[src/rtl/morse_pkg.sv]
// Shared definitions for the Morse receive sequencer.
// Holds the FSM state encoding, error codes, pattern width and the ASCII
// values the external decoder uses for word space and end of work.
package morse_pkg;

  localparam int unsigned MORSE_W = 24;
  localparam int unsigned CHAR_W  = 8;

  localparam logic [CHAR_W-1:0] ASCII_SPACE = 8'h20;
  localparam logic [CHAR_W-1:0] ASCII_EOW   = 8'hFF;

  typedef enum logic [1:0] {
    ERR_NONE    = 2'b00,
    ERR_BADCODE = 2'b01,
    ERR_OVF     = 2'b10,
    ERR_LONG    = 2'b11
  } err_e;

  typedef enum logic [2:0] {
    StIdle,
    StCollect,
    StDiscard,
    StLoad,
    StWait,
    StCapture,
    StGap
  } state_e;

endpackage

[src/rtl/morse_char_fifo.sv]
// Character queue between the sequencer and the consumer.
// Ports:
//   clk, en    - clock and asynchronous active-low reset
//   push/wdata - write side; a push while full is accepted only with a pop
//   pop/rdata  - read side; rdata is the head entry, 0 when empty
//   full/empty - occupancy flags from registered pointers
module morse_char_fifo
  import morse_pkg::*;
#(
  parameter int unsigned DEPTH = 4
) (
  input  logic              clk,
  input  logic              en,
  input  logic              push,
  input  logic              pop,
  input  logic [CHAR_W-1:0] wdata,
  output logic [CHAR_W-1:0] rdata,
  output logic              full,
  output logic              empty
);

  localparam int unsigned AW = $clog2(DEPTH);

  logic [CHAR_W-1:0] mem_q [DEPTH];
  logic [AW:0]       wr_q, rd_q;
  logic              do_push, do_pop;

  // Extra pointer bit distinguishes full from empty.
  assign empty   = (wr_q == rd_q);
  assign full    = (wr_q[AW] != rd_q[AW]) && (wr_q[AW-1:0] == rd_q[AW-1:0]);
  assign do_pop  = pop & ~empty;
  assign do_push = push & (~full | do_pop);
  assign rdata   = empty ? '0 : mem_q[rd_q[AW-1:0]];

  always_ff @(posedge clk or negedge en) begin
    if (!en) begin
      wr_q <= '0;
      rd_q <= '0;
    end else begin
      if (do_push) wr_q <= wr_q + (AW+1)'(1);
      if (do_pop)  rd_q <= rd_q + (AW+1)'(1);
    end
  end

  // Storage needs no reset: rdata is gated by empty.
  always_ff @(posedge clk) begin
    if (do_push) mem_q[wr_q[AW-1:0]] <= wdata;
  end

endmodule

[src/rtl/morse_rx_ctrl.sv]
// Receive-side sequencer for the Morse symbol decoder.
// Samples the key line mid-unit, assembles each character's unit pattern,
// hands it to the external decoder and queues the ASCII result.
// Ports:
//   clk, en          - clock and asynchronous active-low reset (also decoder reset)
//   key_i            - raw asynchronous key line, 1 = tone
//   dec_en_o         - decoder reset, equals en
//   dec_x_o, dec_y_i - pattern to / result from the decoder
//   char_o, valid_o, ready_i - output queue head, valid/ready handshake
//   err_o            - one-cycle error pulse (err_e)
module morse_rx_ctrl
  import morse_pkg::*;
#(
  parameter int unsigned UNIT_CYCLES = 50000,
  parameter int unsigned FIFO_DEPTH  = 4
) (
  input  logic               clk,
  input  logic               en,
  input  logic               key_i,
  output logic               dec_en_o,
  output logic [MORSE_W-1:0] dec_x_o,
  input  logic [CHAR_W-1:0]  dec_y_i,
  output logic [CHAR_W-1:0]  char_o,
  output logic               valid_o,
  input  logic               ready_i,
  output logic [1:0]         err_o
);

  localparam int unsigned   CntW   = $clog2(UNIT_CYCLES);
  localparam logic [CntW-1:0] CntMax = CntW'(UNIT_CYCLES - 1);
  localparam logic [CntW-1:0] CntMid = CntW'(UNIT_CYCLES / 2);
  localparam logic [4:0]    LenMax = 5'(MORSE_W);

  logic               key_meta_q, key_s_q, key_prev_q, key_rise;
  logic [CntW-1:0]    cnt_q;
  logic               tick;
  logic [MORSE_W-1:0] sh_q, code_q, dec_x_q;
  logic [4:0]         len_q;
  logic [2:0]         zr_q, zr_next;
  state_e             state_q, state_d;
  err_e               err_d, err_q;
  logic               push, pop, full, empty;

  assign key_rise = key_s_q & ~key_prev_q;
  assign tick     = (cnt_q == CntMid);
  assign zr_next  = key_s_q ? 3'd0 : ((zr_q == 3'd7) ? 3'd7 : zr_q + 3'd1);

  assign dec_en_o = en;
  assign dec_x_o  = dec_x_q;
  assign err_o    = err_q;
  assign valid_o  = ~empty;
  assign pop      = valid_o & ready_i;

  // State register
  always_ff @(posedge clk or negedge en) begin
    if (!en) state_q <= StIdle;
    else     state_q <= state_d;
  end

  // Next-state logic
  always_comb begin
    state_d = state_q;
    unique case (state_q)
      StIdle:    if (key_rise) state_d = StCollect;
      StCollect: begin
        if (zr_q == 3'd3)         state_d = StLoad;
        else if (len_q == LenMax) state_d = StDiscard;
      end
      StDiscard: if (zr_q == 3'd3) state_d = StIdle;
      StLoad:    state_d = StWait;
      StWait:    state_d = StCapture;
      // Only a successfully decoded character arms the word-space gap.
      StCapture: state_d = ((code_q != '0) && (dec_y_i != '0)) ? StGap : StIdle;
      StGap: begin
        if (key_rise)          state_d = StCollect;
        else if (zr_q == 3'd7) state_d = StLoad;
      end
      default:   state_d = StIdle;
    endcase
  end

  // Outputs: queue push and error classification
  always_comb begin
    push  = 1'b0;
    err_d = ERR_NONE;
    unique case (state_q)
      StCollect: if (zr_q != 3'd3 && len_q == LenMax) err_d = ERR_LONG;
      StCapture: begin
        if (dec_y_i == '0 && code_q != '0) err_d = ERR_BADCODE;
        else if (full && !pop)             err_d = ERR_OVF;  // pop frees a slot first
        else                               push  = 1'b1;
      end
      default: ;
    endcase
  end

  always_ff @(posedge clk or negedge en) begin
    if (!en) begin
      key_meta_q <= 1'b0;
      key_s_q    <= 1'b0;
      key_prev_q <= 1'b0;
      cnt_q      <= '0;
      sh_q       <= '0;
      len_q      <= '0;
      zr_q       <= '0;
      code_q     <= '0;
      dec_x_q    <= '0;
      err_q      <= ERR_NONE;
    end else begin
      key_meta_q <= key_i;
      key_s_q    <= key_meta_q;
      key_prev_q <= key_s_q;
      err_q      <= err_d;

      // Realign the unit grid to the first tone edge of a character.
      if (key_rise && (state_q == StIdle || state_q == StGap)) cnt_q <= '0;
      else if (cnt_q == CntMax)                                cnt_q <= '0;
      else                                                     cnt_q <= cnt_q + CntW'(1);

      unique case (state_q)
        StIdle: begin
          sh_q  <= '0;
          len_q <= '0;
          zr_q  <= '0;
        end
        StCollect, StDiscard: begin
          if (tick) begin
            sh_q  <= {sh_q[MORSE_W-2:0], key_s_q};
            len_q <= len_q + 5'd1;
            zr_q  <= zr_next;
          end
        end
        StCapture: begin
          if (state_d == StGap) begin
            sh_q  <= '0;
            len_q <= '0;
          end
        end
        StGap: begin
          if (key_rise) begin
            sh_q  <= '0;
            len_q <= '0;
            zr_q  <= '0;
          end else if (tick) begin
            zr_q <= zr_next;
          end
        end
        default: ;
      endcase

      // sh>>2 drops two of the three trailing zeros; the gap path sends word space.
      if (state_q == StCollect && state_d == StLoad) code_q <= sh_q >> 2;
      else if (state_q == StGap && state_d == StLoad) code_q <= '0;

      if (state_q == StLoad) dec_x_q <= code_q;
    end
  end

  morse_char_fifo #(
    .DEPTH (FIFO_DEPTH)
  ) u_fifo (
    .clk   (clk),
    .en    (en),
    .push  (push),
    .pop   (pop),
    .wdata (dec_y_i),
    .rdata (char_o),
    .full  (full),
    .empty (empty)
  );

endmodule

[config.mk]
export PLATFORM = sky130hd
export DESIGN_NAME = morse_rx_ctrl
export DESIGN_NICKNAME = d
export VERILOG_FILES = /design/src/rtl/morse_pkg.sv /design/src/rtl/morse_char_fifo.sv /design/src/rtl/morse_rx_ctrl.sv
export SDC_FILE = /design/constraint.sdc
export NUM_CORES = 1
export LEC_CHECK = 0
export BUFFER_PORTS_ARGS = -buffer_cell sky130_fd_sc_hd__buf_2
export CAP_MARGIN = 20
export CORE_MARGIN = 2
export CORE_UTILIZATION = 60
export CTS_BUF_LIST = sky130_fd_sc_hd__clkbuf_2
export DETAILED_ROUTE_END_ITERATION = 12
export GPL_TIMING_DRIVEN = 0
export PLACE_DENSITY_LB_ADDON = 0.15
export SYNTH_ARGS = -nofsm -noshare
export SYNTH_HDL_FRONTEND = slang
export SYNTH_SLANG_ARGS = --single-unit
[constraint.sdc]
create_clock -name clk -period 2.46 [get_ports clk]
set_input_delay 0.492 -clock clk [delete_from_list [all_inputs] [get_ports clk]]
set_output_delay 0.492 -clock clk [all_outputs]
set_load 0.01 [all_outputs]
==> run summary, run 1 <==
dpl ws -> -0.1822 ns
Crit Path Class -> flip-flop to output pin
slowest CP cell -> dfrtp_1
pin count of the biggest net entering global routing -> 57
per-cell routed wire length -> 16.07 um
maximum fanout along the worst path -> 10
worst-path cell chain -> buf_12 -> xor2_2 -> nor2_2 -> nand2_2 -> and2_1 -> buf_2
Post-DRT Antenna Nets -> 0
setup TNS -> -1.508 ns
Pwr Density -> 767.9 nW/um^2
Core Util, Final -> 71.56%
HPWL Detailed -> 7615 um
most frequent cell after synthesis -> dfrtp_1
xor/xnor share of the synthesized area -> 2.951%
GRT Util Overall -> 23.05%
Port-buffer cells -> 45
Total Routed Length -> 11640 um
Main synth FF type -> dfrtp_1
setup ws final -> -0.1853 ns
RSZ-0062 raised after global routing -> true
drt drc -> 0
Req. time, crit path -> 1.97 ns
Fin Hold WS -> 0.1052 ns
area of the multi-input gates -> 2155 sq um
Cell Count, Final, Fillers Out -> 724
Post-Syn Area -> 5936 sq um
number of diodes -> 0
failing checks -> setup timing
post-synthesis sequential area ratio -> 60.88%
fin crit share -> 107.5%
Sequential cell area -> 3613 sq um
Worst Tran Pin Value -> 0.5989 ns
grt ovf -> 0
synth unique cells -> 50
Final Wtd Congestion -> 0.8093
Top-Level Pins -> 48
Final min period -> 2.645 ns
initial antenna violation count -> 0
Syn Area/Cell -> 12.02 sq um
layout cells sized above 1 -> 21.49%
Adder-Cell Fraction of Synth Area -> 2.108%
status -> complete, but fails checks
Static Leak -> 0.003143 uW
drt first pass iters -> 5
total die area -> 10700 sq um
clk_skew -> 0.04442 ns
via count -> 4041
first-pass GRT wire length -> 18380 um
die height -> 103.5 um
main combinational cell family by area after synthesis -> simple AND/OR/NAND/NOR gates
vias in the first global route -> 3848
htree depth -> 4
WP data arrival -> 2.15 ns
Initial Utilization -> 61.29%
CTS Buffer Depth -> 2
Max Slew Vio Count -> 0
crit end category -> output pin
CTS tree -> yes
Hold Path Class -> input pin to flip-flop
headroom to the max-slew limit -> 59.76%
top cells by area, synth -> dfrtp_1 (45%), edfxtp_1 (16%), mux2i_1 (4.2%), nand2_1 (3.9%), a22o_1 (3.7%)
Yosys reg bits -> 138
clock root buffer -> clkbuf_2
CORE AREA -> 9684 sq um
simple-gate area share of the yosys netlist -> 13.01%
CTS buffer count -> 17
vias per inst -> 5.581
Max Cap Viol -> 0
clk slew on worst S/H paths -> 0.17 ns
Hold Vio Cnt, Final -> 0
clock latency on the worst-skew pair -> 0.71 ns
Max Freq -> 0.3780 GHz
Layout area overhead -> 16.76%
Max VDD drop -> 0.4851 mV
cell accounting for the most synthesized area -> dfrtp_1
dpl cells -> 674
DRT iter0 DRCs -> 224
EDFF count, synth -> 32
clk sink count -> 138
fin nets -> 601
Worst setup SP type -> flip-flop
Core Rows -> 36
Setup-failing EPs final -> 9
synthesized netlist cell count -> 494
mux cell area share after synthesis -> 7.631%
Filler cells -> 694
Compound-Gate Fraction of Synth Area -> 9.296%
area share of the leading cell type in the synthesized netlist -> 44.69%
Largest stage delay, worst path -> 0.45 ns
synth warn -> 0
fraction of registers with async set/reset -> 76.81%
Synth top cells by count -> dfrtp_1 (106), nand2_1 (61), edfxtp_1 (32), inv_1 (32), o21ai_0 (28)
die width -> 103.5 um
[power breakdown]
part	switching (uW)	total (uW)	leakage, uW	internal (uW)
registers	130	2580	0.00173	2450
clock network	799	1460	0.000157	661
logic	602	1280	0.00125	677
[path summary, 6_finish.rpt]
| kind | endpoint | cells after the start | slack (ns) | from |
|---|---|---|---|---|
| worst max-delay path | char_o[4] | 6 | -0.19 | u_fifo.rd_q[0]$_DFFE_PN0P_ |
| worst min-delay path | u_fifo.rd_q[2]$_DFFE_PN0P_ | 3 | 0.11 | ready_i |
| worst max register to register | sh_q[7]$_DFFE_PN0P_ | 8 | 0.11 | cnt_q[1]$_DFF_PN0_ |
| worst min register to register | key_s_q$_DFF_PN0_ | 0 | 0.38 | key_meta_q$_DFF_PN0_ |
| max in group asynchronous | sh_q[5]$_DFFE_PN0P_ | 3 | 1.51 | en |
| min in group asynchronous | code_q[4]$_DFFE_PN0P_ | 2 | 0.30 | en |
[per-stage QoR]
step | cell area, sq um | power [uW]
final | 6930 | 5322
after global routing | 6930 | 5615
after CTS | 6774 | 5125
after detailed placement | 6361 | 3584
after global placement | 6331 | 3523
after floorplan | 5939 | 3260
[cell type report]
| type | count | area share [%] |
|---|---|---|
| clock inverter | 13 | 2.509 |
| clock buffer | 18 | 1.300 |
| sequential | 138 | 52.14 |
| inverter | 33 | 1.787 |
| timing repair buffer | 65 | 6.517 |
| buffer | 23 | 2.257 |
| tap | 133 | 2.401 |
| multi-input combinational | 301 | 31.09 |
[sequential cells by signal, indices dropped and copies added (netlist names)]
register	count
sh_q	24
len_q	5
err_o	2
cnt_q	16
zr_q	3
state_q	3
code_q	22
u_fifo.rd_q	3
u_fifo.wr_q	3
dec_x_o	22
key_s_q	1
key_prev_q	1
u_fifo.mem_q	32
key_meta_q	1
[worst max-delay path: cells and delay by family, from the launching register on]
family / cells / cell delay (ns)
buffers and inverters: 2 / 0.30
DFF: 1 / 0.45
and+or+nand+nor: 3 / 0.54
xor gates and xnor gates: 1 / 0.18
[logic make-up (layout without fill, tap and decap cells)]
kind of cell / count (synthesis) / in the layout
adders and majority gates: 10 / 10
DFF: 138 / 138
xor gates and xnor gates: 20 / 20
other: 1 / 2
buffers and inverters: 57 / 152
muxes: 35 / 35
and+or+nand+nor: 154 / 155
AOI/OAI and AO/OA: 79 / 79
[cell usage in the layout, fill, tap and decap left out, types with 7 or more instances in the layout]
| cell type | synthesis | final |
|---|---|---|
| edfxtp_1 | 32 | 32 |
| nand2_1 | 61 | 60 |
| buf_2 | 7 | 44 |
| nand3_1 | 10 | 10 |
| ha_1 | 10 | 10 |
| clkbuf_2 | 0 | 18 |
| dlygate4sd3_1 | 0 | 10 |
| dfrtp_1 | 106 | 106 |
| inv_1 | 32 | 32 |
| xnor2_1 | 7 | 7 |
| a21oi_1 | 8 | 8 |
| buf_6 | 0 | 8 |
| mux4_2 | 8 | 8 |
| xor2_1 | 13 | 12 |
| and2_1 | 11 | 7 |
| o21ai_0 | 28 | 28 |
| nor2_1 | 25 | 23 |
| clkbuf_1 | 12 | 10 |
| buf_4 | 5 | 12 |
| a22o_1 | 25 | 25 |
| mux2i_1 | 25 | 25 |
[timing repair]
| action | in CTS | in global routing |
|---|---|---|
| endpoints found under the setup margin | 82 | 84 |
| buffers inserted | 3 | 6 |
| hold endpoints to repair | 79 | 4 |
| cloned | 0 | 1 |
| hold buffers | 9 | 1 |
| gates resized for setup | 11 | 26 |
| pin swaps | 2 | 3 |
[per-layer routing]
layer	share of wire (%)	up-vias	track usage [%]
li1	-	1915	-
met1	45	2000	30.32
met2	49	108	36.38
met3	4.1	18	7.258
met4	1.8	0	8.502
met5	0	-	0
Power figures use the tool's default switching activity.
==> run 2: changes to the inputs <==
--- a/constraint.sdc
+++ b/constraint.sdc
@@ -3,2 +3,2 @@
 set_output_delay 0.492 -clock clk [all_outputs]
-set_load 0.01 [all_outputs]
+set_load 0.05 [all_outputs]
==> run 2 against run 1 <==
Effect of this change: the run still ends with setup timing left; clock-buffer cell count down 1; via count fell by 0.74%; clock skew fell by 0.0050 ns; routed wire length grew 1.4%; global-route usage grew 0.078 points; largest power group unchanged; sequential share of layout area fell by 1.4 points; register-to-register slack hardly changed; critical path depth grew 1.
==> run summary, run 2 (synthesis gave the netlist of run 1 again) <==
Hold Path Class -> input pin to flip-flop
most common cell after layout, fill and taps aside -> dfrtp_1
drt drc -> 0
number of diodes -> 0
first-pass GRT wire length -> 18510 um
maximum fanout along the worst path -> 5
grt ovf -> 0
htree depth -> 4
slowest CP cell -> dfrtp_2
Worst Tran Pin Value -> 0.5711 ns
Fin Hold WS -> 0.1016 ns
Top-Level Pins -> 48
vias in the first global route -> 3847
status -> complete, but fails checks
drt first pass iters -> 5
setup ws final -> -0.2967 ns
fin crit share -> 112.1%
Setup-failing EPs final -> 9
clk slew on worst S/H paths -> 0.18 ns
headroom to the max-slew limit -> 61.63%
pin count of the biggest net entering global routing -> 56
Post-DRT Antenna Nets -> 0
R2R Setup Slk -> 0.10 ns
Max Freq -> 0.3628 GHz
most frequent CP cell -> buf_8
layout cells sized above 1 -> 22.60%
Core Util, Final -> 73.54%
clock root buffer -> clkbuf_2
Core Rows -> 36
per-cell routed wire length -> 16.25 um
worst path bufs/invs -> 3
Max Cap Viol -> 0
Levels on crit path -> 7
GRT Util Overall -> 23.13%
Worst setup SP type -> flip-flop
HPWL Detailed -> 7470 um
DRT iter0 DRCs -> 196
setup TNS -> -2.495 ns
Layout area overhead -> 19.98%
Crit Path Class -> flip-flop to output pin
vias per inst -> 5.525
Pwr Density -> 887.6 nW/um^2
clk_skew -> 0.03940 ns
Static Leak -> 0.003219 uW
Total Routed Length -> 11800 um
worst setup path startpoint -> u_fifo.rd_q[0]$_DFFE_PN0P_
Largest register FFs -> 32
cell family with most CP delay -> flip-flops
Final Wtd Congestion -> 0.8271
clock latency on the worst-skew pair -> 0.71 ns
Filler cells -> 620
CTS Buffer Depth -> 2
reg2reg start -> cnt_q[0]$_DFF_PN0_
area of the multi-input gates -> 2165 sq um
Max Slew Vio Count -> 0
worst-path cell chain -> buf_8 -> xor2_4 -> nor2_2 -> nand2_2 -> buf_8 -> and2_4 -> buf_8
failing checks -> setup timing
Largest stage delay, worst path -> 0.49 ns
via count -> 4011
most frequent cells in the layout -> dfrtp_1 (105), nand2_1 (60), buf_2 (39), inv_1 (32), edfxtp_1 (32)
RSZ-0062 raised after global routing -> true
CTS buffer count -> 17
Worst Setup EP -> char_o[6]
WP data arrival -> 2.26 ns
Initial Utilization -> 61.29%
crit end category -> output pin
clk sink count -> 138
Max VDD drop -> 0.8397 mV
total die area -> 10700 sq um
reg2reg path depth -> 8
die width -> 103.5 um
die height -> 103.5 um
fin nets -> 603
Sequential cell area -> 3615 sq um
Hold Vio Cnt, Final -> 0
CTS tree -> yes
initial antenna violation count -> 0
Reg-to-Reg End -> len_q[4]$_DFFE_PN0P_
Port-buffer cells -> 45
Req. time, crit path -> 1.97 ns
CORE AREA -> 9684 sq um
Final min period -> 2.757 ns
## run 2: worst min-delay path by stage
stage                                    start                         end  slack, ns  depth (start not counted)
after floorplan                             en          cnt_q[0]$_DFF_PN0_       0.20                          0
after global placement    key_meta_q$_DFF_PN0_           key_s_q$_DFF_PN0_       0.34                          0
after detailed placement  key_meta_q$_DFF_PN0_           key_s_q$_DFF_PN0_       0.34                          0
after global routing                   ready_i  u_fifo.rd_q[2]$_DFFE_PN0P_       0.05                          3
final                                  ready_i  u_fifo.rd_q[2]$_DFFE_PN0P_       0.10                          3
after CTS                              ready_i  u_fifo.rd_q[2]$_DFFE_PN0P_       0.04                          3
## run 2: power breakdown
group	internal (uW)	leakage [uW]	switching, uW	total (uW)
Combinational	1000	0.00131	1050	2060
Clock	856	0.000175	809	1660
Sequential	2460	0.00173	146	2600
Total	4310	0.00322	2010	6320
## run 2: timing repair
item | in CTS | in global routing
gates cloned | 1 | 1
buffers inserted | 2 | 6
endpoints found under the setup margin | 83 | 66
hold buffers | 11 | 0
endpoints found under the hold margin | 82 | 0
gates resized for setup | 30 | 26
pin swaps | 1 | 2
## run 2: worst register-to-register path, stage by stage (launching register included)
cell,delay (ns)
dfrtp_1,0.45
inv_1,0.07
ha_1,0.14
or4bb_1,0.53
nor4_4,0.28
buf_4,0.20
nand4_1,0.12
and3_1,0.19
a211o_1,0.26
## run 2: metrics by stage
step           worst slack [ns]  cells  total power [uW]  cell area, sq um
2_1_floorplan            0.1770    495              3640              5941
3_3_place_gp            -0.8396    673              3920              6332
3_5_place_dp            -0.1741    674              3970              6362
4_1_cts                 -0.2407    719              5943              6938
5_1_grt                 -0.4160    726              6613              7122
6_report                -0.2967    726              6321              7122
## run 2: final cells by class
class / instances / share of cell area, %
Buffer: 24 / 2.354
Sequential cell: 138 / 50.76
Multi-Input combinational cell: 300 / 30.39
Tap cell: 133 / 2.337
Clock buffer: 17 / 1.195
Inverter: 33 / 1.739
Clock inverter: 14 / 3.162
Timing Repair Buffer: 67 / 8.064
## run 2: layer usage
layer | up-vias | GRT usage (%) | routed length (um)
li1 | 1909 | - | -
met1 | 1976 | 30.17 | 5167
met2 | 107 | 38.11 | 5884
met3 | 19 | 6.452 | 580
met4 | 0 | 6.984 | 165
met5 | - | 0 | 0
==> run 3: changes to the inputs <==
- CORE_UTILIZATION: 60 -> 51
- SKIP_CTS_REPAIR_TIMING: unset -> 1
==> run 3 against run 2 <==
Effect of this change: the flow still finishes with violations (setup timing); worst setup slack better by 0.062 ns; via count down 1.8%; non-clock buffer count up 1; die area up 17%; final cell count up 1.7%; utilization down 12 points; clock skew down 0.014 ns; critical endpoint unchanged; largest cell class unchanged.
==> run summary, run 3 (synthesis gave the netlist of run 1 again) <==
Worst setup SP type -> flip-flop
Req. time, crit path -> 1.97 ns
dpl ws -> -0.1918 ns
setup ws final -> -0.2346 ns
clk sink count -> 138
Top-Level Pins -> 48
HPWL Detailed -> 7483 um
first-pass GRT wire length -> 18700 um
Worst Tran Pin Value -> 0.6212 ns
setup TNS -> -1.703 ns
Final Wtd Congestion -> 0.8558
Setup-failing EPs final -> 9
clk slew on worst S/H paths -> 0.18 ns
status -> complete, but fails checks
Filler cells -> 906
CORE AREA -> 11370 sq um
Pwr Density -> 820.3 nW/um^2
grt ovf -> 0
Max Freq -> 0.3711 GHz
clock latency on the worst-skew pair -> 0.70 ns
initial antenna violation count -> 0
htree depth -> 4
cell area after placement -> 6375 sq um
Port-buffer cells -> 45
crit end category -> output pin
Max Slew Vio Count -> 0
headroom to the max-slew limit -> 58.27%
Max VDD drop -> 1.008 mV
clk_skew -> 0.02521 ns
Final min period -> 2.695 ns
CTS Buffer Depth -> 2
Total Routed Length -> 11390 um
most common cell after layout, fill and taps aside -> dfrtp_1
most frequent cells in the layout -> dfrtp_1 (105), nand2_1 (60), buf_2 (39), inv_1 (32), edfxtp_1 (32)
vias per inst -> 5.339
Largest register FFs -> 32
total die area -> 12520 sq um
DRT iter0 DRCs -> 196
die height -> 111.9 um
CTS tree -> yes
RSZ-0062 raised after global routing -> true
Crit Path Class -> flip-flop to output pin
Core Util, Final -> 61.34%
overall power -> 5721 uW
layout cells sized above 1 -> 22.35%
Post-DRT Antenna Nets -> 0
Initial Utilization -> 52.21%
via count -> 3940
GRT Util Overall -> 19.00%
Hold Path Class -> input pin to flip-flop
failing checks -> setup timing
Hold Vio Cnt, Final -> 0
die width -> 111.9 um
vias in the first global route -> 3963
design area -> 6974 sq um
Layout area overhead -> 17.50%
Core Rows -> 39
per-cell routed wire length -> 15.43 um
Max Cap Viol -> 0
pin count of the biggest net entering global routing -> 61
CTS buffer count -> 17
number of diodes -> 0
Static Leak -> 0.003168 uW
drt drc -> 0
drt first pass iters -> 4
WP data arrival -> 2.20 ns
R2R Setup Slk -> 0.12 ns
fin nets -> 604
maximum fanout along the worst path -> 5
clock root buffer -> clkbuf_2
fin crit share -> 109.5%
## run 3: cell types whose count changed in the layout (fill, tap and decap cells not counted), sizes merged
cell,before,now
inv,35,33
clkinvlp,2,0
clkinv,4,9
buf,69,70
bufinv,6,1
clkbuf,29,34
## run 3: layer usage
metal  vias to the layer above  global-route usage (%)  part of all wire, %
met4                         0                   8.560                 0.84
li1                       1909                       -                    -
met3                         7                   4.573                  3.3
met2                        64                   30.59                   50
met5                         -                       0                    0
met1                      1960                   24.64                   46
## run 3: final cells by class
type | count | area, sq um | share of cell area [%]
Buffer | 24 | 148.9 | 2.135
Clock buffer | 22 | 110.1 | 1.579
Clock inverter | 10 | 78.83 | 1.130
Inverter | 33 | 123.9 | 1.776
Multi-Input combinational cell | 300 | 2153 | 30.88
Sequential cell | 138 | 3615 | 51.83
Tap cell | 143 | 178.9 | 2.565
Timing Repair Buffer | 68 | 565.5 | 8.109
## run 3: worst max-delay path: stages, from the launching register on
cell and delay [ns]:
dfrtp_2 0.46, buf_6 0.12, clkbuf_16 0.14, mux4_2 0.49
and2_4 0.16, buf_8 0.14
## run 3: path summary, 6_finish.rpt
check / startpoint / end / cells after the start
setup / recovery: u_fifo.rd_q[0]$_DFFE_PN0P_ / char_o[6] / 5
hold / removal: ready_i / u_fifo.rd_q[2]$_DFFE_PN0P_ / 3
setup reg to reg: cnt_q[0]$_DFF_PN0_ / sh_q[8]$_DFFE_PN0P_ / 8
hold reg to reg: key_meta_q$_DFF_PN0_ / key_s_q$_DFF_PN0_ / 0
max in group asynchronous: en / code_q[16]$_DFFE_PN0P_ / 3
min in group asynchronous: en / sh_q[17]$_DFFE_PN0P_ / 3
## run 3: per-stage QoR
step | hold WS (ns) | instances
2_1_floorplan | 0.1964 | 495
3_3_place_gp | 0.3348 | 683
3_5_place_dp | 0.3363 | 684
4_1_cts | -0.1770 | 716
5_1_grt | -0.009817 | 738
6_report | 0.06314 | 738
## run 3: power breakdown
part	leakage [uW]	total (uW)	switching [uW]	internal [uW]
Combinational	0.00130	1980	1010	972
Clock	0.000134	1140	764	371
Sequential	0.00173	2600	146	2450
